$ cat config.mk
export PLATFORM = sky130hd
export DESIGN_NAME = player_shot_ctrl
export DESIGN_NICKNAME = d
export VERILOG_FILES = /design/src/rtl/player_shot_ctrl.sv
export SDC_FILE = /design/constraint.sdc
export NUM_CORES = 1
export LEC_CHECK = 0
export CAP_MARGIN = 20
export CORE_ASPECT_RATIO = 1.5
export CORE_MARGIN = 3
export CORE_UTILIZATION = 47
export CTS_CLUSTER_SIZE = 12
export DETAILED_ROUTE_END_ITERATION = 16
export GPL_TIMING_DRIVEN = 0
export MAX_ROUTING_LAYER = met4
export PLACE_DENSITY = 0.79
export SKIP_LAST_GASP = 1
export SLEW_MARGIN = 10
export SYNTH_ARGS = -nofsm -noshare
export SYNTH_HDL_FRONTEND = slang
export SYNTH_SLANG_ARGS = --single-unit
$ cat constraint.sdc
create_clock -name pixel_clk -period 7.7 [get_ports pixel_clk]
set_input_delay 2.31 -clock pixel_clk [delete_from_list [all_inputs] [get_ports pixel_clk]]
set_output_delay 2.31 -clock pixel_clk [all_outputs]
set_load 0.01 [all_outputs]
$ cat src/rtl/player_shot_ctrl.sv
// Player shot controller: launches a shot from the paddle centre on a fire edge,
// moves it up once per frame, scores alien hits and enforces a cooldown between shots.
module player_shot_ctrl #(
   parameter int BULLET_W        = 4,
   parameter int BULLET_H        = 12,
   parameter int SHOT_SPEED      = 8,
   parameter int COOLDOWN_FRAMES = 10
) (
   input  logic               pixel_clk,
   input  logic               rst,
   input  logic               fsync,
   input  logic signed [11:0] hpos,
   input  logic signed [11:0] vpos,
   input  logic               fire_btn,
   input  logic signed [11:0] paddle_left,
   input  logic signed [11:0] paddle_right,
   input  logic signed [11:0] paddle_top,
   input  logic               alien_hit,
   output logic               bullet_active,
   output logic signed [11:0] bullet_left,
   output logic signed [11:0] bullet_right,
   output logic signed [11:0] bullet_top,
   output logic signed [11:0] bullet_bottom,
   output logic [7:0]         pixel [0:2],
   output logic               active,
   output logic [7:0]         hits_total
);

   typedef enum logic [1:0] {IDLE, FLYING, COOLDOWN} state_t;

   // A cooldown of zero frames still waits for one fsync before re-arming.
   localparam int CD_LIMIT = (COOLDOWN_FRAMES < 1) ? 1 : COOLDOWN_FRAMES;
   localparam logic [15:0]        CD_LAST = 16'(CD_LIMIT - 1);
   localparam logic signed [11:0] HALF_W  = 12'(BULLET_W / 2);
   localparam logic signed [11:0] W_M1    = 12'(BULLET_W - 1);
   localparam logic signed [11:0] H_FULL  = 12'(BULLET_H);
   localparam logic signed [11:0] SPEED   = 12'(SHOT_SPEED);

   state_t             state, state_n;
   logic               fire_q, fire_rise;
   logic               pending, pending_n;
   logic [15:0]        cd_count, cd_count_n;
   logic signed [11:0] left_n, right_n, top_n, bottom_n;
   logic [7:0]         hits_n;
   logic signed [11:0] paddle_sum, paddle_mid, launch_left, top_moved;

   assign fire_rise   = fire_btn & ~fire_q;
   assign paddle_sum  = paddle_left + paddle_right;
   assign paddle_mid  = paddle_sum >>> 1;
   assign launch_left = paddle_mid - HALF_W;
   assign top_moved   = bullet_top - SPEED;

   always_comb begin
      state_n    = state;
      pending_n  = pending;
      cd_count_n = cd_count;
      left_n     = bullet_left;
      right_n    = bullet_right;
      top_n      = bullet_top;
      bottom_n   = bullet_bottom;
      hits_n     = hits_total;
      case (state)
         IDLE: begin
            if (fsync && (pending || fire_rise)) begin
               state_n   = FLYING;
               pending_n = 1'b0;
               left_n    = launch_left;
               right_n   = launch_left + W_M1;
               top_n     = paddle_top - H_FULL;
               bottom_n  = paddle_top - 12'sd1;
            end else if (fire_rise) begin
               pending_n = 1'b1;
            end
         end
         FLYING: begin
            pending_n = 1'b0;
            // A hit takes precedence over the frame move in the same cycle.
            if (alien_hit) begin
               state_n    = COOLDOWN;
               cd_count_n = '0;
               if (hits_total != 8'hFF) hits_n = hits_total + 8'd1;
            end else if (fsync) begin
               if (top_moved < 12'sd0) begin
                  state_n    = COOLDOWN;
                  cd_count_n = '0;
               end else begin
                  top_n    = top_moved;
                  bottom_n = bullet_bottom - SPEED;
               end
            end
         end
         COOLDOWN: begin
            pending_n = 1'b0;
            if (fsync) begin
               if (cd_count == CD_LAST) state_n = IDLE;
               else cd_count_n = cd_count + 16'd1;
            end
         end
         default: state_n = IDLE;
      endcase
   end

   always_ff @(posedge pixel_clk) begin
      if (rst) begin
         state         <= IDLE;
         fire_q        <= 1'b0;
         pending       <= 1'b0;
         cd_count      <= '0;
         bullet_active <= 1'b0;
         bullet_left   <= '0;
         bullet_right  <= '0;
         bullet_top    <= '0;
         bullet_bottom <= '0;
         hits_total    <= '0;
      end else begin
         state         <= state_n;
         fire_q        <= fire_btn;
         pending       <= pending_n;
         cd_count      <= cd_count_n;
         bullet_active <= (state_n == FLYING);
         bullet_left   <= left_n;
         bullet_right  <= right_n;
         bullet_top    <= top_n;
         bullet_bottom <= bottom_n;
         hits_total    <= hits_n;
      end
   end

   assign active = bullet_active
                   && (hpos >= bullet_left) && (hpos <= bullet_right)
                   && (vpos >= bullet_top)  && (vpos <= bullet_bottom);

   always_comb begin
      pixel[0] = 8'h00;
      pixel[1] = active ? 8'hFF : 8'h00;
      pixel[2] = active ? 8'hFF : 8'h00;
   end

endmodule

==> impl_metrics.env, run 1 <==
export IMPL_status="complete, no violations"
export IMPL_ant_nets=0
export IMPL_synth_cells=793
export IMPL_fin_worst_skew_ns=0.00700
export IMPL_cts_hold_buf=0
export IMPL_final_max_slew_viol_count=0
export IMPL_numPortBuffers=134
export IMPL_core_area_um2=13100
export IMPL_root_buffer="clkbuf_16"
export IMPL_synth_avg_cell_area_um2=7.95
export IMPL_start_util=0.482
export IMPL_fin_setup_tns_ns=0
export IMPL_dp_slack_ns=-0.828
export IMPL_final_nets=1089
export IMPL_synth_edff_count=0
export IMPL_netlist_area_um2=6300
export IMPL_drv_cap=0
export IMPL_hp_start="bullet_right[6]$_SDFFE_PP0P_"
export IMPL_hold_depth=2
export IMPL_cp_data_required_time_ns=5.39
export IMPL_die_w_um=101
export IMPL_cp_end_kind="output port"
export IMPL_gp_congestion=0.984
export IMPL_cp_start_kind="primary input"
export IMPL_r2r_cells=8
export IMPL_rows=51
export IMPL_grt_pass1_vias=6301
export IMPL_fmax_ghz=0.132
export IMPL_clk_pin_slew_ns=0.06
export IMPL_cts_buffers=9
export IMPL_worstReg2RegStart="bullet_top[6]$_SDFFE_PP0P_"
export IMPL_worst_slack_ns=0.0967
export IMPL_area_delta_synth_final_pct=32.2
export IMPL_wl_per_cell_um=16.6
export IMPL_yosysUniqueCellTypes=71
export IMPL_insertion_delay_ns=0.34
export IMPL_grt_antenna_before_repair=0
export IMPL_hpwl_mm=14.6
export IMPL_ir_worst_vdd_uv=93.4
export IMPL_tightest_slew_ns=0.964
export IMPL_p_leak_nw=3.28
export IMPL_wirelength_mm=18.5
export IMPL_clockBufferDepth=2
export IMPL_dr_pass1_iters=5
export IMPL_grt_pass1_wl_mm=29.7
export IMPL_ys_ff_latch=77
export IMPL_p_per_area_nw_per_um2=185
export IMPL_die_h_um=148
export IMPL_grt_ovfl_total=0
export IMPL_drive_above_1_share=0.0870
export IMPL_async_reset_ff_frac=0
export IMPL_cts_sinks=77
export IMPL_fp_dieArea_um2=14900
export IMPL_avgViaCountPerCell=5.75
export IMPL_ys_flop_type="dfxtp_1"
export IMPL_hold_path_endpoint="bullet_right[6]$_SDFFE_PP0P_"
export IMPL_slew_headroom=0.341
export IMPL_cts_tree="yes"
export IMPL_drc=0
export IMPL_r2r_slack_ns=4.47
export IMPL_timing_rr_end="bullet_bottom[8]$_SDFFE_PP0P_"
export IMPL_drtIter0Drc=234
export IMPL_htree_levels=3
export IMPL_yosysWarnings=0
export IMPL_critPathKind="in2out"
export IMPL_path_max_fanout=9
export IMPL_rsz0062_at_grt="no"
export IMPL_num_vias=6396
export IMPL_hold_class="reg2reg"
export IMPL_num_io_pins=147
export IMPL_grt_usage=0.256
export IMPL_fin_crit_sh=0.987
export IMPL_yosysSeqAreaShare=0.244
export IMPL_fin_crit_ns=7.60
export IMPL_grt_max_degree=15
export IMPL_cp_arrival_ns=5.29
export IMPL_insertedDiodeCount=0
export IMPL_hold_viol=0
export IMPL_setup_viol=0
==> state kept, by name (all words and copies together), names as in the netlist <==
signal / cells
hits_total: 8
fire_q: 1
bullet_left: 12
pending: 1
cd_count: 16
bullet_right: 12
bullet_bottom: 12
bullet_active: 1
bullet_top: 12
state: 2
==> worst max-delay path, cell delays in order <==
cell and delay, ns:
clkdlybuf4s50_1 0.45, ha_1 0.32, o21a_1 0.11, o21a_1 0.17
o21a_1 0.17, o21a_1 0.18, o21bai_1 0.14, a31oi_1 0.13
or4_4 0.55, a211oi_4 0.20, buf_4 0.16, buf_12 0.11
buf_4 0.09, clkdlybuf4s15_2 0.21
==> area by class of cell <==
type	count	area (um2)
Sequential cell	77	1540
Tap cell	159	199
Timing Repair Buffer	138	1420
Fill cell	1112	4740
Clock buffer	10	239
Multi-Input combinational cell	603	4250
Inverter	65	244
Clock inverter	6	116
Buffer	55	337
==> cell families (layout without fill, tap and decap cells) <==
family / Yosys count / in the layout / synth area share
adders and majority gates: 75 / 75 / 0.150
buffers and inverters: 120 / 274 / 0.0921
xor gates and xnor gates: 59 / 59 / 0.0820
other: 1 / 8 / 0.000595
DFF: 77 / 77 / 0.244
muxes: 3 / 3 / 0.00496
AOI/OAI and AO/OA: 205 / 205 / 0.224
and+or+nand+nor: 253 / 253 / 0.202
==> worst max-delay path by stage <==
stage	startpoint	end	slack (ns)	depth (start not counted)
5_1_grt	vpos[2]	pixel[8]	0.002	14
3_5_place_dp	vpos[1]	pixel[8]	-0.83	13
4_1_cts	vpos[2]	pixel[8]	0.06	14
2_1_floorplan	hpos[1]	pixel[0]	0.41	11
6_report	hpos[2]	pixel[8]	0.1	14
3_3_place_gp	vpos[1]	pixel[14]	-0.77	13
==> cells in the mapped netlist (5+ instances only) <==
library cell	instances	area share
dfxtp_1	77	0.24
ha_1	74	0.15
nor2_1	74	0.044
inv_1	65	0.039
a21oi_1	52	0.041
nand2_1	50	0.030
o21ai_0	33	0.026
xor2_1	33	0.046
a211oi_1	27	0.032
xnor2_1	26	0.036
buf_4	25	0.030
clkbuf_1	23	0.014
nand3_1	22	0.017
nor3_1	20	0.016
nand4_1	16	0.016
a21o_1	14	0.017
and3_1	12	0.012
o21a_1	12	0.014
nor4_1	11	0.011
a22oi_1	9	0.011
nand2b_1	8	0.0079
or3_1	8	0.0079
a31oi_1	7	0.0069
o211ai_1	6	0.0071
o2111ai_1	5	0.0069
o22ai_1	5	0.0050
or4_1	5	0.0060
==> repair_timing <==
action	4_1_cts	5_1_grt
gates cloned	1	0
pin swaps	6	4
buffers inserted	3	0
resized for setup	49	2
endpoints found under the setup margin	17	17
==> power by group <==
group	internal (mW)	total, mW	leakage (nW)	switching [mW]
combinational	0.256	0.565	2.48	0.310
sequential	0.431	0.467	0.628	0.0366
clock	0.329	0.507	0.174	0.179
==> metal layers <==
layer  wire length (um)  vias to the layer above  part of all wire  GRT usage
li1                   -                     3135                 -          -
met5                  0                        -                 0          -
met1               6630                     2953              0.36      0.254
met2               9770                      241              0.53      0.463
met4                843                        0             0.046      0.129
met3               1280                       67             0.069     0.0510
==> stage by stage <==
step	instances	total power [mW]	area, um2	hold WS, ns	utilization
after floorplan	800	0.827	6340	0.479	-
after global placement	1093	1.02	7880	0.452	0.602
after detailed placement	1093	1.03	7880	0.479	0.602
after CTS	1113	1.54	8320	0.486	0.636
after global routing	1113	1.63	8340	0.502	0.637
final	1113	1.54	8340	0.479	0.637
==> cell usage in the layout (no fill, tap or decap), types with 14 or more instances in the layout <==
cell type        instances
nand4_1                 16
clkdlybuf4s50_1        115
clkbuf_1                23
dfxtp_1                 77
ha_1                    73
inv_1                   65
buf_4                   26
a21o_1                  14
nand2_1                 50
xor2_1                  33
xnor2_1                 26
a21oi_1                 52
nand3_1                 22
o21ai_0                 32
nor2_1                  74
nor3_1                  20
a211oi_1                26
Power figures use the tool's default switching activity.
==> run 2, diff against run 1 <==
--- a/config.mk
+++ b/config.mk
@@ -11,6 +11,7 @@
 export CORE_UTILIZATION = 47
 export CTS_CLUSTER_SIZE = 12
 export DETAILED_ROUTE_END_ITERATION = 16
+export GPL_ROUTABILITY_DRIVEN = 0
 export GPL_TIMING_DRIVEN = 0
 export MAX_ROUTING_LAYER = met4
 export PLACE_DENSITY = 0.79
==> run 2 against run 1 <==
  * Total power shrank 6.9%
  * Largest power group unchanged
  * Hold slack gained 0.00053 ns
  * Utilization shrank 0.72 points
  * Count of clock-buffer cells in the layout grew 1
  * Routed wire length grew 0.11%
  * Global-route usage grew 0.057 points
  * Sequential power is essentially flat
  * Non-clock buffer count grew 4
  * Sequential share of layout area grew 0.21 points
  * Cell count grew 0.36%
  * Via count grew 0.53%
  * Critical path depth grew 2
==> impl_metrics.env, run 2 (same netlist as run 1, synthesis figures left out) <==
export IMPL_insertedDiodeCount=0
export IMPL_fin_crit_ns=7.54
export IMPL_htree_levels=3
export IMPL_die_h_um=148
export IMPL_die_w_um=101
export IMPL_largest_reg_flops=16
export IMPL_hold_slack_ns=0.480
export IMPL_ir_worst_vdd_uv=107
export IMPL_fin_worst_skew_ns=0.00516
export IMPL_wl_per_cell_um=16.6
export IMPL_num_vias=6430
export IMPL_cp_end_kind="output port"
export IMPL_clockBufferDepth=2
export IMPL_root_buffer="clkbuf_16"
export IMPL_p_leak_nw=3.28
export IMPL_avgViaCountPerCell=5.76
export IMPL_numPortBuffers=134
export IMPL_status="complete, no violations"
export IMPL_fmax_ghz=0.133
export IMPL_hold_viol=0
export IMPL_hpwl_mm=14.8
export IMPL_final_max_slew_viol_count=0
export IMPL_r2r_slack_ns=4.47
export IMPL_hold_class="reg2reg"
export IMPL_grt_ovfl_total=0
export IMPL_pwr_share_seq=0.326
export IMPL_cp_arrival_ns=5.23
export IMPL_grt_antenna_before_repair=0
export IMPL_slew_headroom=0.353
export IMPL_tightest_slew_ns=0.946
export IMPL_wirelength_mm=18.5
export IMPL_clk_pin_slew_ns=0.06
export IMPL_power_frac_clock=0.279
export IMPL_cpPeakStageDelay_ns=0.44
export IMPL_power_switching_mw=0.519
export IMPL_rows=51
export IMPL_insertion_delay_ns=0.34
export IMPL_rsz0062_at_grt="yes"
export IMPL_path_delay_family="compound AO/OA/AOI/OAI gates"
export IMPL_drive_above_1_share=0.0971
export IMPL_cp_slowest_cell="or4_4"
export IMPL_critical_path_buf_inv_count=6
export IMPL_ant_nets=0
export IMPL_crit_chain="clkdlybuf4s50_1, inv_2, ha_1, nor2b_1, o21a_1, o21a_1, o21a_1, o21a_1, o2111ai_2, a31oi_1, or4_4, a211oi_4, buf_2, buf_4, buf_4, clkdlybuf4s15_2"
export IMPL_layout_commonest_cell="clkdlybuf4s50_1"
export IMPL_area_delta_synth_final_pct=30.7
export IMPL_drv_cap=0
export IMPL_cp_data_required_time_ns=5.39
export IMPL_pwr_share_comb=0.395
export IMPL_start_util=0.482
export IMPL_drc=0
export IMPL_placed_cell_area_um2=7880
export IMPL_cts_hold_buf=0
export IMPL_cts_buffers=9
export IMPL_num_io_pins=147
export IMPL_cp_start_kind="primary input"
export IMPL_intPower_mw=0.915
export IMPL_switching_share=0.362
export IMPL_critPathKind="in2out"
export IMPL_fin_crit_sh=0.980
export IMPL_top_register="cd_count"
export IMPL_grt_usage=0.256
export IMPL_cts_tree="yes"
export IMPL_cts_sinks=77
export IMPL_crit_top_cell="o21a_1"
export IMPL_fp_dieArea_um2=14900
export IMPL_layout_common_cells="clkdlybuf4s50_1, dfxtp_1, nor2_1"
export IMPL_finalInstanceArea_um2=8240
export IMPL_path_max_fanout=3
export IMPL_grt_max_degree=14
export IMPL_setup_viol=0
export IMPL_grt_pass1_wl_mm=29.9
export IMPL_grt_pass1_vias=6339
export IMPL_p_per_area_nw_per_um2=174
export IMPL_dr_pass1_iters=5
export IMPL_drtIter0Drc=213
export IMPL_final_nets=1093
export IMPL_core_area_um2=13100
==> run 2: changes by cell type in the layout (fill, tap and decap cells not counted), sizes merged, moves of 3 or more <==
| cell | change |
|---|---|
| buf | +5 |
| bufinv | -3 |
| clkbuf | +7 |
| clkdlybuf4s15 | -9 |
==> run 2: power groups by stage <==
stage	sequential, mW	combinational (mW)	clock, mW
after global routing	0.471	0.629	0.419
after CTS	0.466	0.561	0.403
final	0.467	0.567	0.400
after global placement	0.475	0.542	0
after detailed placement	0.475	0.554	0
after floorplan	0.479	0.348	0
==> run 2: cell type report <==
cell class                 count  area [um2]
sequential                    77        1540
inverter                      65         244
timing repair buffer         142        1380
multi-input combinational    603        4270
clock inverter                 5        35.0
fill                        1162        4840
tap                          159         199
clock buffer                  11         243
buffer                        55         337
==> run 2: worst paths after layout <==
| path | start | end | cells past startpoint |
|---|---|---|---|
| worst min-delay path | bullet_left[0]$_SDFFE_PP0P_ | bullet_left[0]$_SDFFE_PP0P_ | 2 |
| worst max register to register | bullet_top[6]$_SDFFE_PP0P_ | bullet_bottom[9]$_SDFFE_PP0P_ | 8 |
| worst max-delay path | vpos[0] | pixel[13] | 16 |
| worst min register to register | bullet_left[0]$_SDFFE_PP0P_ | bullet_left[0]$_SDFFE_PP0P_ | 2 |
==> run 2: metrics by stage <==
| step | util | setup WS [ns] | setup TNS (ns) | power [mW] | cells |
|---|---|---|---|---|---|
| finish | 0.630 | 0.156 | 0 | 1.43 | 1117 |
| global route | 0.630 | -0.0297 | -0.0518 | 1.52 | 1117 |
| CTS | 0.630 | 0.0117 | 0 | 1.43 | 1117 |
| detailed placement | 0.602 | -0.820 | -13.59 | 1.03 | 1093 |
| global placement | 0.602 | -0.759 | -12.63 | 1.02 | 1093 |
| floorplan | - | 0.406 | 0 | 0.827 | 800 |
==> run 2: routing by layer <==
metal	wire length [um]	share of wire	track usage	up-vias
met5	0	0	-	-
met4	935	0.050	0.140	0
met3	1200	0.065	0.0467	58
met2	9730	0.52	0.463	245
met1	6680	0.36	0.254	2981
li1	-	-	-	3146
==> run 2: what timing repair did <==
action,4_1_cts,5_1_grt
gates cloned,1,0
endpoints found under the setup margin,17,17
buffers inserted,7,0
resized for setup,44,15
pin swaps,7,4
==> run 2: tightest hold or removal path, stage by stage (launching register included) <==
cell and delay (ns):
dfxtp_1 0.32, nand2_1 0.06, a21oi_1 0.05
